`src/rtl/gpio_cfg_chain_ctrl_if.sv`:
```
`default_nettype none
// ============================================================================
// gpio_cfg_chain_ctrl_if : host config bus, status and serial chain pins
// Revision: 1.0
// ============================================================================
interface gpio_cfg_chain_ctrl_if #(
    parameter int NUM_PADS  = 15,
    parameter int CTRL_BITS = 16,
    parameter int CLK_DIV_W = 4,
    parameter int AW        = $clog2(NUM_PADS)
);
    logic [CLK_DIV_W-1:0] cfg_clk_div;
    logic                 cfg_wr_en;
    logic [AW-1:0]        cfg_wr_addr;
    logic [CTRL_BITS-1:0] cfg_wr_data;
    logic [AW-1:0]        cfg_rd_addr;
    logic                 cfg_start;
    logic                 cfg_abort;
    logic                 busy;
    logic                 done;
    logic                 aborted;
    logic                 wr_err;
    logic [CTRL_BITS-1:0] rdbk_data;
    logic                 serial_clock;
    logic                 serial_data;
    logic                 serial_load;
    logic                 serial_data_ret;

    modport slave (
        input  cfg_clk_div, cfg_wr_en, cfg_wr_addr, cfg_wr_data, cfg_rd_addr,
               cfg_start, cfg_abort, serial_data_ret,
        output busy, done, aborted, wr_err, rdbk_data,
               serial_clock, serial_data, serial_load
    );

    modport master (
        output cfg_clk_div, cfg_wr_en, cfg_wr_addr, cfg_wr_data, cfg_rd_addr,
               cfg_start, cfg_abort, serial_data_ret,
        input  busy, done, aborted, wr_err, rdbk_data,
               serial_clock, serial_data, serial_load
    );
endinterface
`default_nettype wire

```
`src/rtl/gpio_cfg_chain_ctrl.sv`:
```
`default_nettype none
// ============================================================================
// gpio_cfg_chain_ctrl : shifts a shadow image of pad control words into the
// GPIO configuration chain, pulses load, and captures one returned word.
// Revision: 1.0
// ============================================================================
module gpio_cfg_chain_ctrl #(
    parameter int                   NUM_PADS    = 15,
    parameter int                   CTRL_BITS   = 16,
    parameter int                   CLK_DIV_W   = 4,
    parameter logic [CTRL_BITS-1:0] CFG_DEFAULT = 16'h3000,
    parameter int                   AW          = $clog2(NUM_PADS)
) (
    input  wire logic            mclk,
    input  wire logic            resetn,
    gpio_cfg_chain_ctrl_if.slave bus
);
    localparam int c_total = NUM_PADS * CTRL_BITS;
    localparam int c_k_w   = $clog2(c_total + 1);
    localparam int c_bit_w = $clog2(CTRL_BITS);
    localparam logic [AW:0]        c_num_pads = (AW+1)'(NUM_PADS);
    localparam logic [AW-1:0]      c_last_pad = AW'(NUM_PADS - 1);
    localparam logic [c_bit_w-1:0] c_last_bit = c_bit_w'(CTRL_BITS - 1);
    localparam logic [c_k_w-1:0]   c_k_last   = c_k_w'(c_total - 1);

    typedef enum logic [2:0] {
        IDLE     = 3'd0,
        SHIFT_LO = 3'd1,
        SHIFT_HI = 3'd2,
        LOAD     = 3'd3,
        FINISH   = 3'd4
    } state_t;

    state_t               r_state, w_state_nxt;
    logic [CLK_DIV_W-1:0] r_div, r_div_cnt;
    logic [c_k_w-1:0]     r_k;
    logic [AW-1:0]        r_pad, r_rd_addr;
    logic [c_bit_w-1:0]   r_bit;
    logic [CTRL_BITS-1:0] r_rdbk;
    logic [CTRL_BITS-1:0] r_shadow [NUM_PADS];
    logic r_busy, r_done, r_aborted, r_wr_err, r_sclk, r_sload, r_sdata_en;
    logic w_phase_end, w_abort, w_start;

    always_comb begin
        w_phase_end = (r_div_cnt == '0);
        w_abort     = r_busy && bus.cfg_abort;
        w_start     = !r_busy && bus.cfg_start;
        w_state_nxt = r_state;
        case (r_state)
            IDLE:     if (bus.cfg_start) w_state_nxt = SHIFT_LO;
            SHIFT_LO: if (w_phase_end)   w_state_nxt = SHIFT_HI;
            SHIFT_HI: if (w_phase_end)   w_state_nxt = (r_k == c_k_last) ? LOAD : SHIFT_LO;
            LOAD:     if (w_phase_end)   w_state_nxt = FINISH;
            FINISH:   if (w_phase_end)   w_state_nxt = IDLE;
            default:                     w_state_nxt = IDLE;
        endcase
        // Abort outranks both start and the normal phase advance.
        if (w_abort) w_state_nxt = IDLE;
    end

    always_ff @(posedge mclk) begin
        if (!resetn) begin
            r_state    <= IDLE;
            r_div      <= '0;
            r_div_cnt  <= '0;
            r_k        <= '0;
            r_pad      <= '0;
            r_bit      <= '0;
            r_rd_addr  <= '0;
            r_rdbk     <= '0;
            r_busy     <= 1'b0;
            r_done     <= 1'b0;
            r_aborted  <= 1'b0;
            r_sclk     <= 1'b0;
            r_sload    <= 1'b0;
            r_sdata_en <= 1'b0;
        end else begin
            r_state    <= w_state_nxt;
            r_done     <= 1'b0;
            r_aborted  <= w_abort;
            r_sclk     <= (w_state_nxt == SHIFT_HI);
            r_sload    <= (w_state_nxt == LOAD);
            r_sdata_en <= (w_state_nxt == SHIFT_LO) || (w_state_nxt == SHIFT_HI);
            if (w_abort) begin
                r_busy <= 1'b0;
            end else if (r_state == IDLE) begin
                if (bus.cfg_start) begin
                    r_busy    <= 1'b1;
                    r_div     <= bus.cfg_clk_div;
                    r_div_cnt <= bus.cfg_clk_div;
                    r_rd_addr <= bus.cfg_rd_addr;
                    r_k       <= '0;
                    r_pad     <= c_last_pad;
                    r_bit     <= c_last_bit;
                end
            end else if (w_phase_end) begin
                r_div_cnt <= r_div;
                // Returned bit k lands in the same pad/bit slot it was sent from.
                if (r_state == SHIFT_LO && r_pad == r_rd_addr)
                    r_rdbk[r_bit] <= bus.serial_data_ret;
                if (r_state == SHIFT_HI) begin
                    r_k <= r_k + c_k_w'(1);
                    if (r_bit == '0) begin
                        r_bit <= c_last_bit;
                        r_pad <= r_pad - AW'(1);
                    end else begin
                        r_bit <= r_bit - c_bit_w'(1);
                    end
                end
                if (r_state == FINISH) begin
                    r_done <= 1'b1;
                    r_busy <= 1'b0;
                end
            end else begin
                r_div_cnt <= r_div_cnt - CLK_DIV_W'(1);
            end
        end
    end

    always_ff @(posedge mclk) begin
        if (!resetn) begin
            r_wr_err <= 1'b0;
            for (int i = 0; i < NUM_PADS; i++) r_shadow[i] <= CFG_DEFAULT;
        end else begin
            if (bus.cfg_wr_en && r_busy)
                r_wr_err <= 1'b1;
            else if (w_start)
                r_wr_err <= 1'b0;
            if (bus.cfg_wr_en && !r_busy && ({1'b0, bus.cfg_wr_addr} < c_num_pads))
                r_shadow[bus.cfg_wr_addr] <= bus.cfg_wr_data;
        end
    end

    assign bus.busy         = r_busy;
    assign bus.done         = r_done;
    assign bus.aborted      = r_aborted;
    assign bus.wr_err       = r_wr_err;
    assign bus.rdbk_data    = r_rdbk;
    assign bus.serial_clock = r_sclk;
    assign bus.serial_load  = r_sload;
    // Data only moves while serial_clock is low, so this mux cannot race the clock.
    assign bus.serial_data  = r_sdata_en & r_shadow[r_pad][r_bit];
endmodule
`default_nettype wire

```
`src/flat_wrapper.sv`:
```
// flat-port wrapper written by rule: the top's interface ports become plain ports
module gpio_cfg_chain_ctrl_flat 
#(
    parameter int                   NUM_PADS    = 15,
    parameter int                   CTRL_BITS   = 16,
    parameter int                   CLK_DIV_W   = 4,
    parameter logic [CTRL_BITS-1:0] CFG_DEFAULT = 16'h3000,
    parameter int                   AW          = $clog2(NUM_PADS)
)
  (mclk, resetn, bus_cfg_clk_div, bus_cfg_wr_en, bus_cfg_wr_addr, bus_cfg_wr_data, bus_cfg_rd_addr, bus_cfg_start, bus_cfg_abort, bus_serial_data_ret, bus_busy, bus_done, bus_aborted, bus_wr_err, bus_rdbk_data, bus_serial_clock, bus_serial_data, bus_serial_load);
  gpio_cfg_chain_ctrl_if #(.NUM_PADS(NUM_PADS), .CTRL_BITS(CTRL_BITS), .CLK_DIV_W(CLK_DIV_W), .AW(AW)) bus_i ();
  input  wire logic mclk;
  input  wire logic resetn;
  input wire logic [$bits(bus_i.cfg_clk_div)-1:0] bus_cfg_clk_div;
  input wire logic [$bits(bus_i.cfg_wr_en)-1:0] bus_cfg_wr_en;
  input wire logic [$bits(bus_i.cfg_wr_addr)-1:0] bus_cfg_wr_addr;
  input wire logic [$bits(bus_i.cfg_wr_data)-1:0] bus_cfg_wr_data;
  input wire logic [$bits(bus_i.cfg_rd_addr)-1:0] bus_cfg_rd_addr;
  input wire logic [$bits(bus_i.cfg_start)-1:0] bus_cfg_start;
  input wire logic [$bits(bus_i.cfg_abort)-1:0] bus_cfg_abort;
  input wire logic [$bits(bus_i.serial_data_ret)-1:0] bus_serial_data_ret;
  output wire logic [$bits(bus_i.busy)-1:0] bus_busy;
  output wire logic [$bits(bus_i.done)-1:0] bus_done;
  output wire logic [$bits(bus_i.aborted)-1:0] bus_aborted;
  output wire logic [$bits(bus_i.wr_err)-1:0] bus_wr_err;
  output wire logic [$bits(bus_i.rdbk_data)-1:0] bus_rdbk_data;
  output wire logic [$bits(bus_i.serial_clock)-1:0] bus_serial_clock;
  output wire logic [$bits(bus_i.serial_data)-1:0] bus_serial_data;
  output wire logic [$bits(bus_i.serial_load)-1:0] bus_serial_load;
  assign bus_i.cfg_clk_div = bus_cfg_clk_div;
  assign bus_i.cfg_wr_en = bus_cfg_wr_en;
  assign bus_i.cfg_wr_addr = bus_cfg_wr_addr;
  assign bus_i.cfg_wr_data = bus_cfg_wr_data;
  assign bus_i.cfg_rd_addr = bus_cfg_rd_addr;
  assign bus_i.cfg_start = bus_cfg_start;
  assign bus_i.cfg_abort = bus_cfg_abort;
  assign bus_i.serial_data_ret = bus_serial_data_ret;
  assign bus_busy = bus_i.busy;
  assign bus_done = bus_i.done;
  assign bus_aborted = bus_i.aborted;
  assign bus_wr_err = bus_i.wr_err;
  assign bus_rdbk_data = bus_i.rdbk_data;
  assign bus_serial_clock = bus_i.serial_clock;
  assign bus_serial_data = bus_i.serial_data;
  assign bus_serial_load = bus_i.serial_load;
  gpio_cfg_chain_ctrl #(.NUM_PADS(NUM_PADS), .CTRL_BITS(CTRL_BITS), .CLK_DIV_W(CLK_DIV_W), .CFG_DEFAULT(CFG_DEFAULT), .AW(AW)) u_core (.mclk(mclk), .resetn(resetn), .bus(bus_i));
endmodule
```
`config.mk`:
```
export PLATFORM = sky130hd
export DESIGN_NAME = gpio_cfg_chain_ctrl_flat
export DESIGN_NICKNAME = d
export VERILOG_FILES = /design/src/rtl/gpio_cfg_chain_ctrl_if.sv /design/src/rtl/gpio_cfg_chain_ctrl.sv /design/src/flat_wrapper.sv
export SDC_FILE = /design/constraint.sdc
export NUM_CORES = 1
export LEC_CHECK = 0
export ABC_AREA = 1
export CORE_MARGIN = 1.5
export CORE_UTILIZATION = 50
export DETAILED_ROUTE_END_ITERATION = 8
export DONT_BUFFER_PORTS = 1
export PLACE_DENSITY_LB_ADDON = 0.15
export SLEW_MARGIN = 20
export SYNTH_ARGS = -nofsm -noshare
export SYNTH_HDL_FRONTEND = slang
export SYNTH_SLANG_ARGS = --single-unit
```
`constraint.sdc`:
```
create_clock -name mclk -period 2.4 [get_ports mclk]
set_clock_uncertainty 0.2 [all_clocks]
set_input_delay 0.12 -clock mclk [delete_from_list [all_inputs] [get_ports mclk]]
set_output_delay 0.12 -clock mclk [all_outputs]
set_load 0.05 [all_outputs]
```
==> results of run 1 <==
-- per-stage QoR --
stage                     setup slack, ns  hold slack (ns)  total power [mW]  std cells  util, %
after floorplan                   0.03417          0.01887             9.784       1634        -
after global placement            0.03653          0.01896             11.45       2016    54.28
after detailed placement          0.05004          0.01894             11.50       2016    54.28
after CTS                         -0.4443         0.002288             17.11       2124    60.32
after global routing              -0.6059          0.02199             18.34       2133    61.68
final                             -0.4893        -0.005524             17.52       2133    61.68
-- area by class of cell --
type | count | area (sq um) | share of cell area, %
Sequential cell | 314 | 8855 | 50.15
Multi-Input combinational cell | 1094 | 4961 | 28.10
Timing Repair Buffer | 145 | 1712 | 9.694
Clock buffer | 47 | 993.5 | 5.626
Inverter | 133 | 511.7 | 2.898
Tap cell | 384 | 480.5 | 2.721
Clock inverter | 16 | 143.9 | 0.8149
-- flip-flops by register name, indices dropped and copies added, names as in the netlist, named ones only --
signal,cells
u_core.bus.done,1
u_core.bus.serial_clock,1
u_core.bus.busy,1
u_core.r_div_cnt,4
u_core.r_pad,4
u_core.r_div,4
u_core.r_rd_addr,4
u_core.bus.rdbk_data,16
u_core.r_bit,4
u_core.bus.aborted,1
u_core.r_state,3
u_core.r_sdata_en,1
u_core.bus.wr_err,1
u_core.r_k,8
u_core.bus.serial_load,1
u_core.r_shadow,256
-- critical path: stages (launching register included) --
cell,delay [ns]
dfxtp_4,0.44
buf_12,0.19
buf_12,0.14
nor2_1,0.04
nor2_1,0.10
o21ai_1,0.08
nand3_1,0.16
nand3_2,0.10
nand2_1,0.07
nand2_1,0.05
nand2_1,0.09
inv_1,0.05
nand2_1,0.05
nand2_1,0.06
nand2_1,0.07
nor2_2,0.05
nor2_1,0.12
buf_6,0.17
-- cell families (layout without fill, tap and decap cells) --
| kind of cell | after synthesis | in the layout | share of synthesized area [%] |
|---|---|---|---|
| flops | 314 | 314 | 61.12 |
| buf+inv | 226 | 341 | 6.240 |
| fa+ha+maj | 8 | 8 | 0.6915 |
| simple gates | 981 | 981 | 28.00 |
| xor+xnor | 3 | 3 | 0.1815 |
| compound gates | 86 | 86 | 3.734 |
| other cells | 1 | 16 | 0.02590 |
-- layout by cell type (no fill, tap or decap), types with 7 or more instances in the layout --
master and count:
nand2_1 451, nor2_1 296, edfxtp_1 256, nand3_1 158, inv_1 126, buf_4 70
dfxtp_1 55, clkbuf_16 43, dlygate4sd3_1 34, nand3_2 28, o21ai_0 25, a21oi_1 25
buf_12 25, nand2_2 22, o211a_1 16, conb_1 16, ha_1 8, nor3_1 7
clkbuf_1 7
-- worst min-delay path by stage --
stage,start,to,slack [ns],depth (start not counted)
after floorplan,bus_cfg_wr_data[0],u_core.r_shadow[15][0],0.02,0
after global placement,bus_cfg_wr_data[13],u_core.r_shadow[15][13],0.02,0
after detailed placement,bus_cfg_wr_data[4],u_core.r_shadow[15][4],0.02,0
after CTS,bus_cfg_wr_data[0],u_core.r_shadow[13][0],0.002,2
after global routing,bus_cfg_wr_data[0],u_core.r_shadow[1][0],0.02,2
final,bus_cfg_wr_data[0],u_core.r_shadow[13][0],-0.006,2
-- routing by layer --
| metal | global-route usage (%) | vias up | share of wire, % |
|---|---|---|---|
| li1 | - | 5469 | - |
| met1 | 36.55 | 5548 | 42 |
| met2 | 43.43 | 502 | 47 |
| met3 | 3.386 | 85 | 8.1 |
| met4 | 7.283 | 0 | 2.7 |
| met5 | 0 | - | 0 |
-- report_power, final --
| part | internal [mW] | switching, mW |
|---|---|---|
| clock | 3.14 | 2.16 |
| sequential | 6.27 | 0.280 |
| combinational | 2.08 | 3.59 |
| total | 11.5 | 6.03 |
-- repair_timing --
item                                   in CTS  in global routing
resized for setup                          11                 60
cloned                                      4                  6
hold buffers                               38                  0
endpoints found under the hold margin     511                  0
setup endpoints to repair                   1                148
pin swaps                                   1                 23
setup buffers                               3                  5
==> summary.txt, run 1 <==
Layout
  • Area growth, synth to finish: 21.97%
  • Layout Nets: 1765
  • Layout cells sized above 1: 13.38%
  • ANT cells: 0
  • Design area: 17660 sq um
  • Fillers: roughly 2400

CTS
  • CTS tree: built
  • CTS root buf: clkbuf_16
  • Clock tree buffer depth: 3
  • Clock latency on the worst-skew pair: 0.52 ns
  • Clk pin slew, worst setup/hold paths: 0.06 ns
  • CTS Sinks: 314
  • H-tree levels: 2
  • Inserted Clock Buffers: 35

Timing
  • RSZ-0062 raised after global routing: yes
  • Setup WS post-layout: -0.4893 ns
  • Hold Vio Cnt, Final: 7
  • Setup Viol. Count Final: 1
  • Tightest Pin Transition: 0.8063 ns
  • Final min period: 2.889 ns
  • Max Clk Rate: 346.1 MHz
  • Final Max Tran Viols: 0
  • Min Hold Slack: -0.005524 ns
  • Period Utilization, post-route: 120.4%
  • Rel. slew slack: 46.19%
  • Setup TNS: -0.4893 ns

GRT
  • Largest net degree at the start of global routing: 49
  • Vias in the first global route: 11200
  • Antenna violations before repair: 0
  • GRT overflow: 0
  • First-pass GRT wire length: 61.35 mm
  • Total Routing Usage GR: 26.24%

Drt
  • First drt pass iteration count: 5
  • Vias per Instance: between 5 and 6
  • # DRC: 0
  • Initial DRC count: 1028
  • Vias: 11600
  • Routed length per instance: 18.66 um
  • Routed Antenna Nets: 0
  • Total wire length: 39.81 mm

Yosys
  • Synth top cells by count: nand2_1 (464), nor2_1 (299), edfxtp_1 (256)
  • Yosys top cell area share: 53.10%
  • Synth cell types: between 40 and 50
  • Sequential element share of the synthesized area: 61.12%
  • Most common cell in the synthesized netlist: nand2_1
  • Synth top area cells: edfxtp_1 (53%), nand2_1 (12%), dfxtp_1 (8.0%)
  • Syn_area_per_cell: 8.942 sq um
  • Mapped Area: 14480 sq um
  • FFs w/ async S/R, synth: 0%
  • Dominant cell type by area after synthesis: edfxtp_1
  • Ys flop type: edfxtp_1
  • Cells after Synth: between 1500 and 2000
  • Yosys Warn Count: 0
  • Number of synthesized register bits: between 300 and 400
  • Post-synth EDFFs: ~260

Place
  • GPL Wtd Cong: 0.8592
  • IO Port Bufs: 0
  • Placed wire-length estimate: ~25 mm
  • Placed inst area: 15540 sq um

Floorplanning
  • Initial Utilization: between 50% and 60%
  • Core Rows: 62
  • Chip height: 173.2 um
  • Die Wd: 173.2 um
  • Core Area: 28630 sq um
  • DIE AREA: between 20000 and 30000 sq um
  • # IOs: 57

Power
  • Worst vdd ir: 783.0 uV
  • Total leakage power: 7.467 nW
  • Power per Cell Area: 992.0 nW/um^2

Worst setup path
  • Cells on worst reg2reg path: 11
  • CP Class: reg -> out
  • CP arrival: 2.57 ns
  • Setup crit start kind: flip-flop
  • R2R Path Start: u_core.r_div_cnt[0]
  • Flop-to-flop setup slack: 0.12 ns
  • CP Capture Type: primary output
  • Maximum net fanout on the critical path: 8
  • Worst endpoint required time: around 2.1 ns
  • Critical path endpoint: bus_serial_data
  • R2R Path End: u_core.bus.rdbk_data[8]

Min path
  • HP Class: in -> reg

Run status
  • Failing checks: negative hold slack, negative setup slack
  • Outcome: finished, violations left

Run
  • Max Cap Viol: 0
No activity file was read; power rests on OpenSTA's default activity.
==> run 2: changes to the inputs <==
--- a/config.mk
+++ b/config.mk
@@ -11,7 +11,7 @@
 export DETAILED_ROUTE_END_ITERATION = 8
 export DONT_BUFFER_PORTS = 1
 export PLACE_DENSITY_LB_ADDON = 0.15
-export SLEW_MARGIN = 20
+export SLEW_MARGIN = 15
 export SYNTH_ARGS = -nofsm -noshare
 export SYNTH_HDL_FRONTEND = slang
 export SYNTH_SLANG_ARGS = --single-unit
==> constraint.sdc (replaced) <==
create_clock -name mclk -period 2.35 [get_ports mclk]
set_clock_uncertainty 0.2 [all_clocks]
set_input_delay 0.1175 -clock mclk [delete_from_list [all_inputs] [get_ports mclk]]
set_output_delay 0.1175 -clock mclk [all_outputs]
set_load 0.05 [all_outputs]
==> summary.txt, run 2 (synthesis gave the netlist of run 1 again) <==
Power
  • Total leakage power: 7.512 nW
  • Worst vdd ir: ~760 uV
  • Power Total: 18.12 mW
  • Power per Cell Area: between 1000 and 1500 nW/um^2

Timing
  • Final min period: ~2.8 ns
  • Rel. slew slack: 46.21%
  • Hold Vio Cnt, Final: 0
  • Min Hold Slack: 0.02737 ns
  • Setup WS post-layout: -0.4811 ns
  • Max Clk Rate: 353.2 MHz
  • RSZ-0062 raised after global routing: yes
  • Setup Viol. Count Final: 1
  • Tightest Pin Transition: 0.8060 ns
  • Setup TNS: -0.4811 ns
  • Final Max Tran Viols: 0
  • Period Utilization, post-route: 120.5%

Floorplanning
  • Initial Utilization: roughly 50%
  • # IOs: 57
  • Die Wd: between 150 and 200 um
  • Chip height: 173.2 um
  • DIE AREA: 29980 sq um
  • Core Area: 28630 sq um
  • Core Rows: 62

Run status
  • Failing checks: negative setup slack
  • Outcome: finished, violations left

Worst setup path
  • CP arrival: 2.51 ns
  • R2R Path Start: u_core.r_div_cnt[1]
  • Flop-to-flop setup slack: 0.17 ns
  • CP Class: reg -> out
  • Maximum net fanout on the critical path: 6
  • Cells on worst reg2reg path: 11
  • R2R Path End: u_core.bus.rdbk_data[12]
  • Setup crit start kind: flip-flop
  • CP Capture Type: primary output
  • Worst endpoint required time: ~2.0 ns

Drt
  • First drt pass iteration count: 8
  • Vias: 11470
  • Total wire length: approximately 40 mm
  • Routed Antenna Nets: 0
  • # DRC: 0
  • Initial DRC count: 1005
  • Routed length per instance: between 15 and 20 um
  • Vias per Instance: 5.366

Place
  • GPL Wtd Cong: 0.8313
  • Placed inst area: 15510 sq um
  • Placed Cells incl. Taps: 2015
  • IO Port Bufs: 0
  • Post-Place Worst Slack: 0.003628 ns
  • Placed wire-length estimate: 25.43 mm

CTS
  • Clk pin slew, worst setup/hold paths: 0.06 ns
  • CTS Sinks: ~310
  • Clock tree buffer depth: 3
  • Inserted Clock Buffers: 36
  • H-tree levels: 2
  • CTS root buf: clkbuf_16
  • CTS tree: built
  • Clock latency on the worst-skew pair: 0.51 ns

Min path
  • Hold EP: u_core.r_shadow[15][15]
  • HP Class: in -> reg
  • Hold Path Stages: 1
  • HP Start: bus_cfg_wr_data[15]

Run
  • Max Cap Viol: 0

GRT
  • Total Routing Usage GR: a little over a quarter
  • Antenna violations before repair: 0
  • First-pass GRT wire length: 61.91 mm
  • Vias in the first global route: about 11000
  • Largest net degree at the start of global routing: 49
  • GRT overflow: 0

Layout
  • Design area: ~18000 sq um
  • ANT cells: 0
  • Largest Register: u_core.r_shadow
  • Final Util: 62.02%
  • Layout cells sized above 1: 14.31%
  • Layout Nets: ~1800
  • Most common cell after layout, fill and taps aside: nand2_1
  • Max reg flops: 256
  • Area growth, synth to finish: 22.63%
  • Layout Cells excl Fill: roughly 2100
  • Commonest non-fill, non-tap cells in the layout: nand2_1 (454), nor2_1 (285), edfxtp_1 (256)
run 2: cell types whose count changed in the layout (fill, tap and decap cells not counted), moves of 3 or more:
cell	before	now
buf_12	25	17
buf_16	5	9
buf_4	70	74
clkbuf_1	7	10
clkinv_1	6	3
clkinv_2	4	8
nand2_1	451	454
nand2_2	22	18
nand3_1	158	154
nand3_2	28	31
nor2_1	296	285
nor2_2	5	10
nor2_4	2	8
run 2: repair_timing:
item                                   CTS  global route
gates cloned                             7             6
pin swaps                               22            24
resized for setup                       47            49
endpoints found under the hold margin  505             0
setup endpoints to repair                3           230
setup buffers                           10             1
hold buffers                            37             0
run 2: worst max path at each step:
stage / startpoint / to / slack [ns] / cells past startpoint
final: flip-flop / bus_serial_data / -0.48 / 17
after global routing: flip-flop / bus_serial_data / -0.60 / 18
after CTS: flip-flop / bus_serial_data / -0.47 / 18
after detailed placement: u_core.r_div_cnt[1] / flip-flop / 0.004 / 10
after global placement: u_core.r_div_cnt[1] / flip-flop / 0.009 / 10
after floorplan: u_core.bus.busy / u_core.r_shadow[1][0] / -0.01 / 8
run 2: final cells by class:
cell class	instances	area [sq um]
well taps	384	480.5
inverters	133	525.5
fillers	2365	10870
multi-input cells	1094	5052
repair buffers	147	1699
clock inverters	16	137.6
clock buffers	49	991.0
flip-flops and latches	314	8855
repair inverters	1	11.26
run 2: power breakdown:
group	internal (mW)	switching, mW	total [mW]
combinational	2.24	3.77	6.01
sequential	6.41	0.283	6.69
clock	3.19	2.24	5.43
run 2: per-layer routing:
layer | up-vias | share of wire (%) | track usage, %
met5 | - | 0 | 0
met4 | 0 | 3.6 | 10.33
met3 | 80 | 6.1 | 3.276
met2 | 395 | 48 | 43.78
met1 | 5510 | 43 | 36.04
li1 | 5487 | - | -
run 2: critical path: stages, from the launching register on:
cell     delay, ns
dfxtp_4       0.37
buf_12        0.13
buf_16        0.14
buf_4         0.13
buf_4         0.12
nand2_1       0.05
nand3_1       0.10
nand3_1       0.09
nand2_1       0.05
nand2_1       0.07
nand3_1       0.09
nand3_2       0.10
nand2_1       0.05
nand2_1       0.06
nand2_2       0.07
nor2_4        0.15
nor2_4        0.05
buf_12        0.14
